### src/rtl/tnn_ternary_neuron_acc.sv
// -----------------------------------------------------------------------------
// tnn_ternary_neuron_acc
//
// Sequential ternary-neuron back end. Each beat carries the outputs of two
// popcount units (positive-weight and negative-weight inputs). Over NUM_CHUNKS
// accepted beats the block accumulates the saturated signed difference
// (pos - neg), then thresholds the final sum into a ternary activation and
// holds the result until the consumer takes it.
//
// Ports
//   clk_i        clock, rising edge
//   rst_i        asynchronous active-high reset
//   acc_clear_i  synchronous abort: drops the partial sum and any held result
//   in_valid_i   a beat is offered
//   in_ready_o   a beat can be accepted (ACCUM state, not in reset)
//   pc_pos_i     unsigned popcount of positive-weight inputs
//   pc_neg_i     unsigned popcount of negative-weight inputs
//   out_valid_o  a result is held
//   out_ready_i  the consumer takes the held result
//   out_act_o    ternary activation: 01 = +1, 00 = 0, 11 = -1
//   out_sum_o    signed final sum
//
// State | meaning
// ------+------------------------------------------------------------
// ACCUM | accepting beats, summing into acc_q
// HOLD  | result registered on out_*, waiting for out_ready_i
// -----------------------------------------------------------------------------
module tnn_ternary_neuron_acc #(
  parameter int PC_WIDTH   = 5,
  parameter int NUM_CHUNKS = 4,
  parameter int ACC_WIDTH  = 8,
  parameter int THR_HI     = 5,
  parameter int THR_LO     = -5
) (
  input  logic                        clk_i,
  input  logic                        rst_i,
  input  logic                        acc_clear_i,
  input  logic                        in_valid_i,
  output logic                        in_ready_o,
  input  logic [PC_WIDTH-1:0]         pc_pos_i,
  input  logic [PC_WIDTH-1:0]         pc_neg_i,
  output logic                        out_valid_o,
  input  logic                        out_ready_i,
  output logic [1:0]                  out_act_o,
  output logic signed [ACC_WIDTH-1:0] out_sum_o
);

  localparam int CNT_W = (NUM_CHUNKS > 1) ? $clog2(NUM_CHUNKS) : 1;
  localparam logic [CNT_W-1:0] CNT_LAST = CNT_W'(NUM_CHUNKS - 1);

  localparam logic signed [ACC_WIDTH-1:0] THR_HI_C = ACC_WIDTH'(THR_HI);
  localparam logic signed [ACC_WIDTH-1:0] THR_LO_C = ACC_WIDTH'(THR_LO);
  localparam logic signed [ACC_WIDTH-1:0] SAT_MAX  = {1'b0, {(ACC_WIDTH-1){1'b1}}};
  localparam logic signed [ACC_WIDTH-1:0] SAT_MIN  = {1'b1, {(ACC_WIDTH-1){1'b0}}};

  localparam logic [1:0] ACT_POS  = 2'b01;
  localparam logic [1:0] ACT_ZERO = 2'b00;
  localparam logic [1:0] ACT_NEG  = 2'b11;

  typedef enum logic {
    ST_ACCUM = 1'b0,
    ST_HOLD  = 1'b1
  } state_t;

  state_t                      state_q;
  logic signed [ACC_WIDTH-1:0] acc_q;
  logic [CNT_W-1:0]            cnt_q;
  logic                        out_valid_q;
  logic [1:0]                  out_act_q;
  logic signed [ACC_WIDTH-1:0] out_sum_q;

  logic signed [ACC_WIDTH:0]   acc_ext;
  logic signed [ACC_WIDTH:0]   pos_ext;
  logic signed [ACC_WIDTH:0]   neg_ext;
  logic signed [ACC_WIDTH:0]   sum_wide;
  logic signed [ACC_WIDTH-1:0] sum_d;
  logic [1:0]                  act_d;

  // One extra bit of headroom; the two top bits disagree exactly when the
  // result does not fit in ACC_WIDTH bits, and the top bit gives the direction.
  always_comb begin
    acc_ext  = {acc_q[ACC_WIDTH-1], acc_q};
    pos_ext  = $signed((ACC_WIDTH+1)'(pc_pos_i));
    neg_ext  = $signed((ACC_WIDTH+1)'(pc_neg_i));
    sum_wide = acc_ext + pos_ext - neg_ext;
    if (sum_wide[ACC_WIDTH] != sum_wide[ACC_WIDTH-1]) begin
      sum_d = sum_wide[ACC_WIDTH] ? SAT_MIN : SAT_MAX;
    end else begin
      sum_d = sum_wide[ACC_WIDTH-1:0];
    end

    act_d = ACT_ZERO;
    if (sum_d >= THR_HI_C) begin
      act_d = ACT_POS;
    end else if (sum_d <= THR_LO_C) begin
      act_d = ACT_NEG;
    end
  end

  // Decoded from state and reset only, so it never depends on the handshakes.
  assign in_ready_o = (state_q == ST_ACCUM) && !rst_i;

  always_ff @(posedge clk_i or posedge rst_i) begin
    if (rst_i) begin
      state_q     <= ST_ACCUM;
      acc_q       <= '0;
      cnt_q       <= '0;
      out_valid_q <= 1'b0;
      out_act_q   <= ACT_ZERO;
      out_sum_q   <= '0;
    end else if (acc_clear_i) begin
      // Abort wins over any beat or handshake; the last result stays visible
      // on out_act/out_sum but is no longer flagged valid.
      state_q     <= ST_ACCUM;
      acc_q       <= '0;
      cnt_q       <= '0;
      out_valid_q <= 1'b0;
    end else begin
      case (state_q)
        ST_ACCUM: begin
          if (in_valid_i) begin
            if (cnt_q == CNT_LAST) begin
              out_sum_q   <= sum_d;
              out_act_q   <= act_d;
              out_valid_q <= 1'b1;
              acc_q       <= '0;
              cnt_q       <= '0;
              state_q     <= ST_HOLD;
            end else begin
              acc_q <= sum_d;
              cnt_q <= cnt_q + CNT_W'(1);
            end
          end
        end
        ST_HOLD: begin
          if (out_ready_i) begin
            out_valid_q <= 1'b0;
            state_q     <= ST_ACCUM;
          end
        end
        default: begin
          state_q <= ST_ACCUM;
        end
      endcase
    end
  end

  assign out_valid_o = out_valid_q;
  assign out_act_o   = out_act_q;
  assign out_sum_o   = out_sum_q;

endmodule
### config.mk
export PLATFORM = sky130hd
export DESIGN_NAME = tnn_ternary_neuron_acc
export DESIGN_NICKNAME = d
export VERILOG_FILES = /design/src/rtl/tnn_ternary_neuron_acc.sv
export SDC_FILE = /design/constraint.sdc
export NUM_CORES = 1
export LEC_CHECK = 0
export CAP_MARGIN = 20
export CORE_AREA = 5 5 61 63
export DETAILED_ROUTE_END_ITERATION = 8
export DIE_AREA = 0 0 66 68
export GPL_TIMING_DRIVEN = 0
export PLACE_DENSITY = 0.77
export SLEW_MARGIN = 15
export SYNTH_ARGS = -nofsm -noshare
export SYNTH_HDL_FRONTEND = slang
export SYNTH_SLANG_ARGS = --single-unit
### constraint.sdc
create_clock -name clk_i -period 3.35 [get_ports clk_i]
set_input_delay 0.5025 -clock clk_i [delete_from_list [all_inputs] [get_ports clk_i]]
set_output_delay 0.5025 -clock clk_i [all_outputs]
set_load 0.01 [all_outputs]
==> results of run 1 <==
-- worst max-delay path: cells and delay by family --
family	cells	cell delay, ns
fa+ha+maj	3	1.32
buf+inv	3	0.57
compound gates	3	0.49
simple gates	1	0.30
xor+xnor	1	0.24
-- flip-flops by register name (all words and copies together), names as in the netlist --
| register | cells |
|---|---|
| acc_q | 8 |
| cnt_q | 2 |
| state_q | 1 |
| out_act_o | 2 |
| out_valid_o | 1 |
| out_sum_o | 8 |
-- placed cells by master (no fill, tap or decap), types with 2 or more instances in the layout --
cell                               n
sky130_fd_sc_hd__ha_1             10
sky130_fd_sc_hd__nor2b_1           4
sky130_fd_sc_hd__a211oi_2          2
sky130_fd_sc_hd__a311o_1           2
sky130_fd_sc_hd__xor2_1            2
sky130_fd_sc_hd__fa_1              5
sky130_fd_sc_hd__o21ai_0          19
sky130_fd_sc_hd__o31ai_1           2
sky130_fd_sc_hd__clkdlybuf4s50_1  26
sky130_fd_sc_hd__inv_1            30
sky130_fd_sc_hd__nand2_1          19
sky130_fd_sc_hd__nor2_1            9
sky130_fd_sc_hd__a21o_1            2
sky130_fd_sc_hd__a211oi_1          3
sky130_fd_sc_hd__clkbuf_1          4
sky130_fd_sc_hd__clkbuf_4          3
sky130_fd_sc_hd__dfrtp_1          22
sky130_fd_sc_hd__buf_2             2
sky130_fd_sc_hd__a21oi_1           4
sky130_fd_sc_hd__nor3b_1           2
sky130_fd_sc_hd__nand2b_1          2
sky130_fd_sc_hd__maj3_1            7
-- per-layer routing --
layer / GRT usage / vias to the layer above
met5: 0 / -
met2: 0.274 / 29
met3: 0.0213 / 2
met4: 0.0533 / 0
met1: 0.204 / 605
li1: - / 640
-- through the flow --
stage	power, uW	hold WS [ns]	area [um2]	utilization	setup WS (ns)
2_1_floorplan	1490	0.450	1550	-	0.510
3_3_place_gp	1780	0.465	1870	0.588	-0.207
3_5_place_dp	1840	0.468	1870	0.588	-0.308
4_1_cts	1990	0.497	1910	0.600	0.0290
5_1_grt	2260	0.530	1940	0.609	-0.00824
6_report	2070	0.495	1940	0.609	0.129
-- cells by family (layout without fill, tap and decap cells) --
logic type | after synthesis | in the layout | synth area share
and+or+nand+nor | 45 | 45 | 0.142
AOI/OAI and AO/OA | 42 | 42 | 0.197
buffers and inverters | 36 | 66 | 0.0886
adders and majority gates | 22 | 22 | 0.190
DFF | 22 | 22 | 0.355
xor gates and xnor gates | 3 | 3 | 0.0218
muxes | 1 | 1 | 0.00645
-- worst min-delay path by stage --
stage / slack (ns) / depth (start not counted) / start / end
after global placement: 0.46 / 2 / acc_q[7] / acc_q[7]
after CTS: 0.50 / 2 / out_sum_o[0] / out_sum_o[0]
after global routing: 0.53 / 2 / out_sum_o[0] / out_sum_o[0]
final: 0.49 / 2 / out_sum_o[4] / out_sum_o[4]
after detailed placement: 0.47 / 1 / out_sum_o[7] / out_sum_o[7]
after floorplan: 0.45 / 2 / acc_q[0] / acc_q[0]
-- power by group through the flow --
stage / registers, uW / logic [uW] / clock network (uW)
after CTS: 403 / 1440 / 146
final: 401 / 1530 / 144
after detailed placement: 408 / 1430 / 0
after floorplan: 417 / 1070 / 0
after global placement: 406 / 1380 / 0
after global routing: 412 / 1690 / 160
-- final cells by class --
| type | count | area [um2] | area share |
|---|---|---|---|
| Multi-Input combinational cell | 113 | 893 | 0.462 |
| Tap cell | 46 | 57.6 | 0.0297 |
| Sequential cell | 22 | 551 | 0.284 |
| Buffer | 6 | 25.0 | 0.0129 |
| Inverter | 30 | 113 | 0.0582 |
| Timing Repair Buffer | 26 | 260 | 0.134 |
| Clock buffer | 4 | 36.3 | 0.0187 |
==> reports/results.txt, run 1 <==
The run finished with clean final reports. The logic depth of the worst register-to-register path came out at 10. At the end of the flow, the number of nets in the layout was 232.

The number of pins with negative max-slew slack in the final report was 0; the clock transition at the registers of the reported paths was 0.12 ns. The largest total area in the synthesized netlist belongs to sky130_fd_sc_hd__dfrtp_1. The number of buffers inserted during clock tree synthesis came out at 3.

After clock tree synthesis, the flow added hold-fix buffers numbering 0. The layout has 289 filler cells. The number of diodes is 0, and the final setup TNS is 0 ns.

The post-detailed-route via-to-cell ratio was 5.17; the aggregate routed wire length was 3320 um. The type of destination of the critical path was a flip-flop. The async set or reset register ratio after synthesis is 1.00. The relative area change from synthesis to final layout is 24.7%.

Setup violations remaining at the end of the flow were counted as 0. The overall routing resource usage was 0.158; the detailed route wirelength on metal2 was 1710 um. The number of violations of the max-capacitance limit came out at 0.

Among all cell types in the netlist, the one instantiated most often is sky130_fd_sc_hd__inv_1. After legalization and detailed placement, the total HPWL measured 2580 um. The die covers 4490 um2. The met1 layer wirelength in the final routing was 1460 um. The switching share of power is 0.482, and the post-detailed-route wirelength per cell is 13.5 um. Static timing analysis puts the maximum clock frequency at 310 MHz. The fraction of layout instances using a drive strength above 1 is 0.0697.

The tightest slew margin relative to the limit was 0.459. The number of standard-cell rows in the floorplan was 21; the die height was 68 um. The path type of the worst setup path is input port to flip-flop.

IR analysis of the VDD net gives a maximum drop of 572 uV. The min-delay analysis places its worst path in the category flip-flop to flip-flop. The startpoint identified for the worst register-to-register timing path is acc_q[1]. Data required time of the critical path: 3.57 ns. Following the worst setup path forward leads to its endpoint at out_sum_o[6]. The via count of the routed design was 1276.

The highest layer touched by signal routing is met4. The later pin in the worst-skew pair is clocked with a latency of 0.30 ns. The pin count of the biggest net entering global routing is 23. The worst setup path is launched from an input port. The number of distinct library cells after synthesis is 38. The number of global-route vias before repair is 1235, and the detailed-router iteration count before antenna repair is 4.

The count of nets left with antenna violations once routing finished came out at 0. Sorting the synthesized cells by how often they occur yields 30 x sky130_fd_sc_hd__inv_1, 22 x sky130_fd_sc_hd__dfrtp_1, 19 x sky130_fd_sc_hd__nand2_1, 19 x sky130_fd_sc_hd__o21ai_0, 10 x sky130_fd_sc_hd__ha_1. The total clock sinks is 22. The flip-flop cell with the highest count after synthesis was sky130_fd_sc_hd__dfrtp_1. The total instance count after detailed placement was 243. The number of storage elements in the synthesis netlist was 22; the horizontal die dimension was 66 um. The instance count of the mapped netlist was 171; the count of flip-flops with a built-in enable after synthesis was 0. The total count of hold-check failures in the final report is 0.

Slowest cell on the critical path: sky130_fd_sc_hd__fa_1. A synthesized cell averages 9.08 um2. The total grt overflow is 0, and the post-route DRC violation count is 0. For the starting density of the core, the log shows 0.488. The routed length on met3 came out at 128 um. In this run the register-to-register setup slack is 0.48 ns. The critical path starts at pc_pos_i[1]. The share of the clock period used by the worst path was 0.961; the total I/O pin count was 27.

The cell sitting at the root of the clock tree is a sky130_fd_sc_hd__clkbuf_4. The largest single stage delay on the critical path is 0.59 ns. Counting stages on the worst path, the most repeated cell is sky130_fd_sc_hd__inv_1. Once the clock tree was built, the resizer swapped 0 gates to a different size. TritonCTS built the clock tree. Share of the synthesized area in the top cell type: 0.355. In the post-synthesis netlist, the biggest area contributors are sky130_fd_sc_hd__dfrtp_1 35%, sky130_fd_sc_hd__ha_1 8.1%, sky130_fd_sc_hd__inv_1 7.3%, sky130_fd_sc_hd__fa_1 6.4%, sky130_fd_sc_hd__o21ai_0 6.1%. The H-tree level count came out at 1. For the cell internal power dissipation, the log shows 1070 uW. The part of the power in the clock network was 0.069. The maximum count of clock buffers along a single path was 2; the number of standard cells in the final layout excluding fillers was 247. The fraction of power consumed by combinational cells came out at 0.737. The run gives 0.000886 uW as the leakage power of the design. The run gives 1000 uW as the net switching power figure. The Yosys warning count is 0. The final period demand of the worst path was 3.22 ns; the setup skew after layout was 0.00319 ns. The run gives 0.193 as the share of power burned in registers. After synthesis the cells add up to 1550 um2. Once the clock tree was built, the setup fixing pass inserted 0 buffers. Total power density per cell area: 1070 nW/um2. STA puts the critical path data arrival time at 3.44 ns. The number of nets handed over by synthesis was 201.

The largest fanout on the critical path works out to 9. For the number of antenna violations at the first check in global routing, the log shows 0. The signal on the critical path passes through clkdlybuf4s50_1, inv_1, fa_1, inv_1, ha_1, a211oi_2, nor2_1, a41oi_2, xor2_4, maj3_1, o21ai_0.

The floorplan step defined a core boundary enclosing 3180 um2. The tools report the reg-to-reg endpoint as out_sum_o[6]. The sequential share of the synthesized area is 0.355, and the weighted congestion at the end of routability-driven global placement is 0.826. The number of design-rule violations left by the first detailed-router iteration was 50; the transition time at the pin with the least slew margin was 0.811 ns. The count of input and output buffers was 26; the first-pass GRT wire length was 5510 um.
Note: power is estimated with default switching activity, not from simulation.
==> run 2: changes to the inputs <==
--- a/config.mk
+++ b/config.mk
@@ -6,11 +6,12 @@
 export NUM_CORES = 1
 export LEC_CHECK = 0
 export CAP_MARGIN = 20
-export CORE_AREA = 5 5 61 63
+export CORE_AREA = 5 5 60 62
 export DETAILED_ROUTE_END_ITERATION = 8
-export DIE_AREA = 0 0 66 68
+export DIE_AREA = 0 0 65 67
+export DONT_BUFFER_PORTS = 1
 export GPL_TIMING_DRIVEN = 0
-export PLACE_DENSITY = 0.77
+export PLACE_DENSITY = 0.67
 export SLEW_MARGIN = 15
 export SYNTH_ARGS = -nofsm -noshare
 export SYNTH_HDL_FRONTEND = slang
==> run 2 against run 1 <==
Against the previous run:
- largest cell class unchanged
- combinational power fell by 15%
- maximum frequency rose by 10%
- die area fell by 3.0%
- count of clock-buffer cells in the layout fell by 1
- clock skew rose by 0.0089 ns
- utilization fell by 5.6 points
- worst setup slack improved by 0.30 ns
- wire length fell by 11%
- sequential share of layout area rose by 5.0 points
- first-iteration DRC count fell by 22%
- non-clock buffer count fell by 26
- sequential power rose by 6.5%
==> reports/results.txt, run 2 (synthesis gave the netlist of run 1 again) <==
The relative area change from synthesis to final layout was 6.04%. The area used by sequential logic in the layout was 551 um2 (unchanged). The critical path's largest stage delay was 0.53 ns (-0.06 ns). The final period demand of the worst path works out to 2.92 ns (-0.296 ns). The total I/O pin count is 27 (unchanged), and the post-DP HPWL is 2350 um (-8.9%). The flow ran to the end, and the final reports show no timing, DRC or antenna violations. The leakage power of the design came out at 0.000792 uW (-11%). Leaving out fill and tap cells, the most frequent cells in the layout are 30 x sky130_fd_sc_hd__inv_1, 22 x sky130_fd_sc_hd__dfrtp_1, 19 x sky130_fd_sc_hd__nand2_1, 19 x sky130_fd_sc_hd__o21ai_0, 10 x sky130_fd_sc_hd__ha_1. The transition time at the pin with the least slew margin works out to 0.813 ns (+0.00156 ns). The aggregate routed wire length is 2940 um (-11%), and the post-detailed-route wirelength per cell is 14.1 um (+5.1%). The run gives 2980 um2 (-6.3%) as the area of the core.

For the number of nets with antenna violations after detailed routing, the log shows 0 (unchanged). The number of fillers in the final layout was 276 (-4.5%). The count of input and output buffers works out to 0 (-100%). The horizontal die dimension came out at 65 um (-1.5%). Fraction of layout instances using a drive strength above 1: 0.0629 (-0.00679). The count of instances resized after the clock tree is built came out at 0 (unchanged). The critical path goes through inv_1, fa_1, inv_1, ha_1, a211oi_1, nor2_1, a41oi_2, xor2_2, nor4_1, a211oi_2. The logs give 0 (unchanged) for the total grt overflow and 3.54 ns (-0.03 ns) for the data required time of the critical path.

For the arrival time of data at the critical path endpoint, the log shows 3.12 ns (-0.32 ns). The peak ir drop on the vdd network is 692 uV (+21%). The area used by multi-input combinational logic came out at 865 um2 (-3.2%). The detailed-router iteration count before antenna repair was 4 (unchanged); the share of the clock period used by the worst path was 0.873 (-0.0885). The buffers inserted during post-CTS setup optimization is 0 (unchanged), and the number of violations of the max-capacitance limit is 0 (unchanged).

Setup repair after global routing left no endpoint under its margin. The critical path in this run is classified as flip-flop to flip-flop. The logs give 1169 (-8.4%) for the via count of the routed design and 2 (unchanged) for the maximum count of clock buffers along a single path. The tree is rooted in a sky130_fd_sc_hd__clkbuf_4. The slowest cell on the critical path was sky130_fd_sc_hd__fa_1. The clock transition at the registers of the reported paths works out to 0.13 ns (about the same). The H-tree level count is 1 (unchanged), and the setup violation total in the final timing report is 0 (unchanged).

The starting density of the core was 0.521 (+0.0330); the final setup TNS was 0 ns (unchanged). Buffers plus inverters on the worst setup path: 2 (-1). Counting stages on the worst path, the most repeated cell is sky130_fd_sc_hd__inv_1. Minimum hold slack: 0.204 ns (-0.290 ns). For the total count of hold-check failures in the final report, the log shows 0 (unchanged). For the total die area, the log shows 4360 um2 (-3.0%). The die height is 67 um (-1.5%), and the number of antenna violations at the first check in global routing is 0 (unchanged).

Pin count of the biggest net entering global routing: 23 (unchanged). The min-delay analysis places its worst path in the category input port to async pin. The achievable frequency is 342 MHz (+10%).

The tools report the latest clock arrival within the worst-skew pair as 0.32 ns (+0.02 ns). The cell type group with the largest total delay on the critical path is adder cells. The number of hold buffers added after CTS was 0 (unchanged); the number of standard-cell rows in the floorplan was 20 (-4.8%). The tools report the number of pins with negative max-slew slack in the final report as 0 (unchanged). The library cell used most frequently in the layout, excluding fill and tap cells, is sky130_fd_sc_hd__inv_1. TritonCTS built the clock tree.

The post-detailed-route via-to-cell ratio is 5.62 (+8.8%), and the total clock sinks is 22 (unchanged). The overall routing resource usage is 0.155 (-0.00268). The number of buffers inserted during clock tree synthesis came out at 3 (unchanged).

The logs give 39 (-22%) for the number of design-rule violations left by the first detailed-router iteration and 0 (unchanged) for the number of diodes. The weighted congestion at the end of routability-driven global placement is 0.798 (-3.4%). Largest fanout on the critical path: 9 (unchanged). Type of destination of the critical path: a flip-flop. The final-stage net count came out at 206 (-11%). The tools report the setup skew after layout as 0.0121 ns (+0.00892 ns). The total power density per cell area came out at 1170 nW/um2 (+9.6%).

The number of global-route vias before repair is 1202 (-2.7%), and the first-pass GRT wire length is 5220 um (-5.4%). STA classifies the critical path startpoint as a flip-flop. The post-route DRC violation count is 0 (unchanged). The tightest slew margin relative to the limit came out at 0.458 (-0.00104).
-- run 2: cell types whose count changed in the layout (fill, tap and decap cells not counted) --
cell                              previous run  this run
sky130_fd_sc_hd__a211oi_1                    3         4
sky130_fd_sc_hd__a211oi_2                    2         1
sky130_fd_sc_hd__a311oi_1                    0         1
sky130_fd_sc_hd__a311oi_2                    1         0
sky130_fd_sc_hd__bufinv_16                   0         1
sky130_fd_sc_hd__clkbuf_8                    1         0
sky130_fd_sc_hd__clkdlybuf4s50_1            26         0
sky130_fd_sc_hd__nor4_1                      1         2
sky130_fd_sc_hd__nor4_2                      1         0
sky130_fd_sc_hd__xor2_2                      0         1
sky130_fd_sc_hd__xor2_4                      1         0
-- run 2: area by class of cell --
type                    count  share of cell area
plain buffers               6              0.0152
clock buffers               3              0.0137
clock inverters             1              0.0182
inverters                  30              0.0684
multi-input cells         113               0.525
flip-flops and latches     22               0.334
well taps                  33              0.0251
-- run 2: routing by layer --
metal,track usage,part of all wire,up-vias
met5,0,0,-
met4,0.0712,0.019,0
met3,0.0270,0.040,5
met2,0.264,0.49,17
met1,0.191,0.45,559
li1,-,-,588
-- run 2: stage by stage --
stage / utilization / instance area [um2] / power, uW / setup slack, ns / std cells
floorplan: - / 1550 / 1490 / 0.510 / 171
global placement: 0.535 / 1590 / 1700 / 0.256 / 204
detailed placement: 0.535 / 1590 / 1720 / 0.211 / 204
CTS: 0.553 / 1650 / 1940 / 0.385 / 208
global route: 0.553 / 1650 / 2140 / 0.142 / 208
finish: 0.553 / 1650 / 1930 / 0.426 / 208
-- run 2: where the power goes --
part           internal [uW]  switching, uW  leakage [uW]
combinational            541            759      0.000468
sequential               353           74.6      0.000296
clock                    121           83.9     0.0000279
total                   1020            918      0.000792
-- run 2: final timing paths --
check,startpoint,endpoint,slack [ns],depth (start not counted)
hold / removal,rst_i,out_valid_o,0.20,1
min in group clk_i,acc_clear_i,out_valid_o,0.22,1
hold reg to reg,acc_q[4],acc_q[4],0.49,2
setup reg to reg,acc_q[1],out_act_o[0],0.43,10
setup / recovery,acc_q[1],out_act_o[0],0.43,10
max in group asynchronous,rst_i,acc_q[5],2.63,1
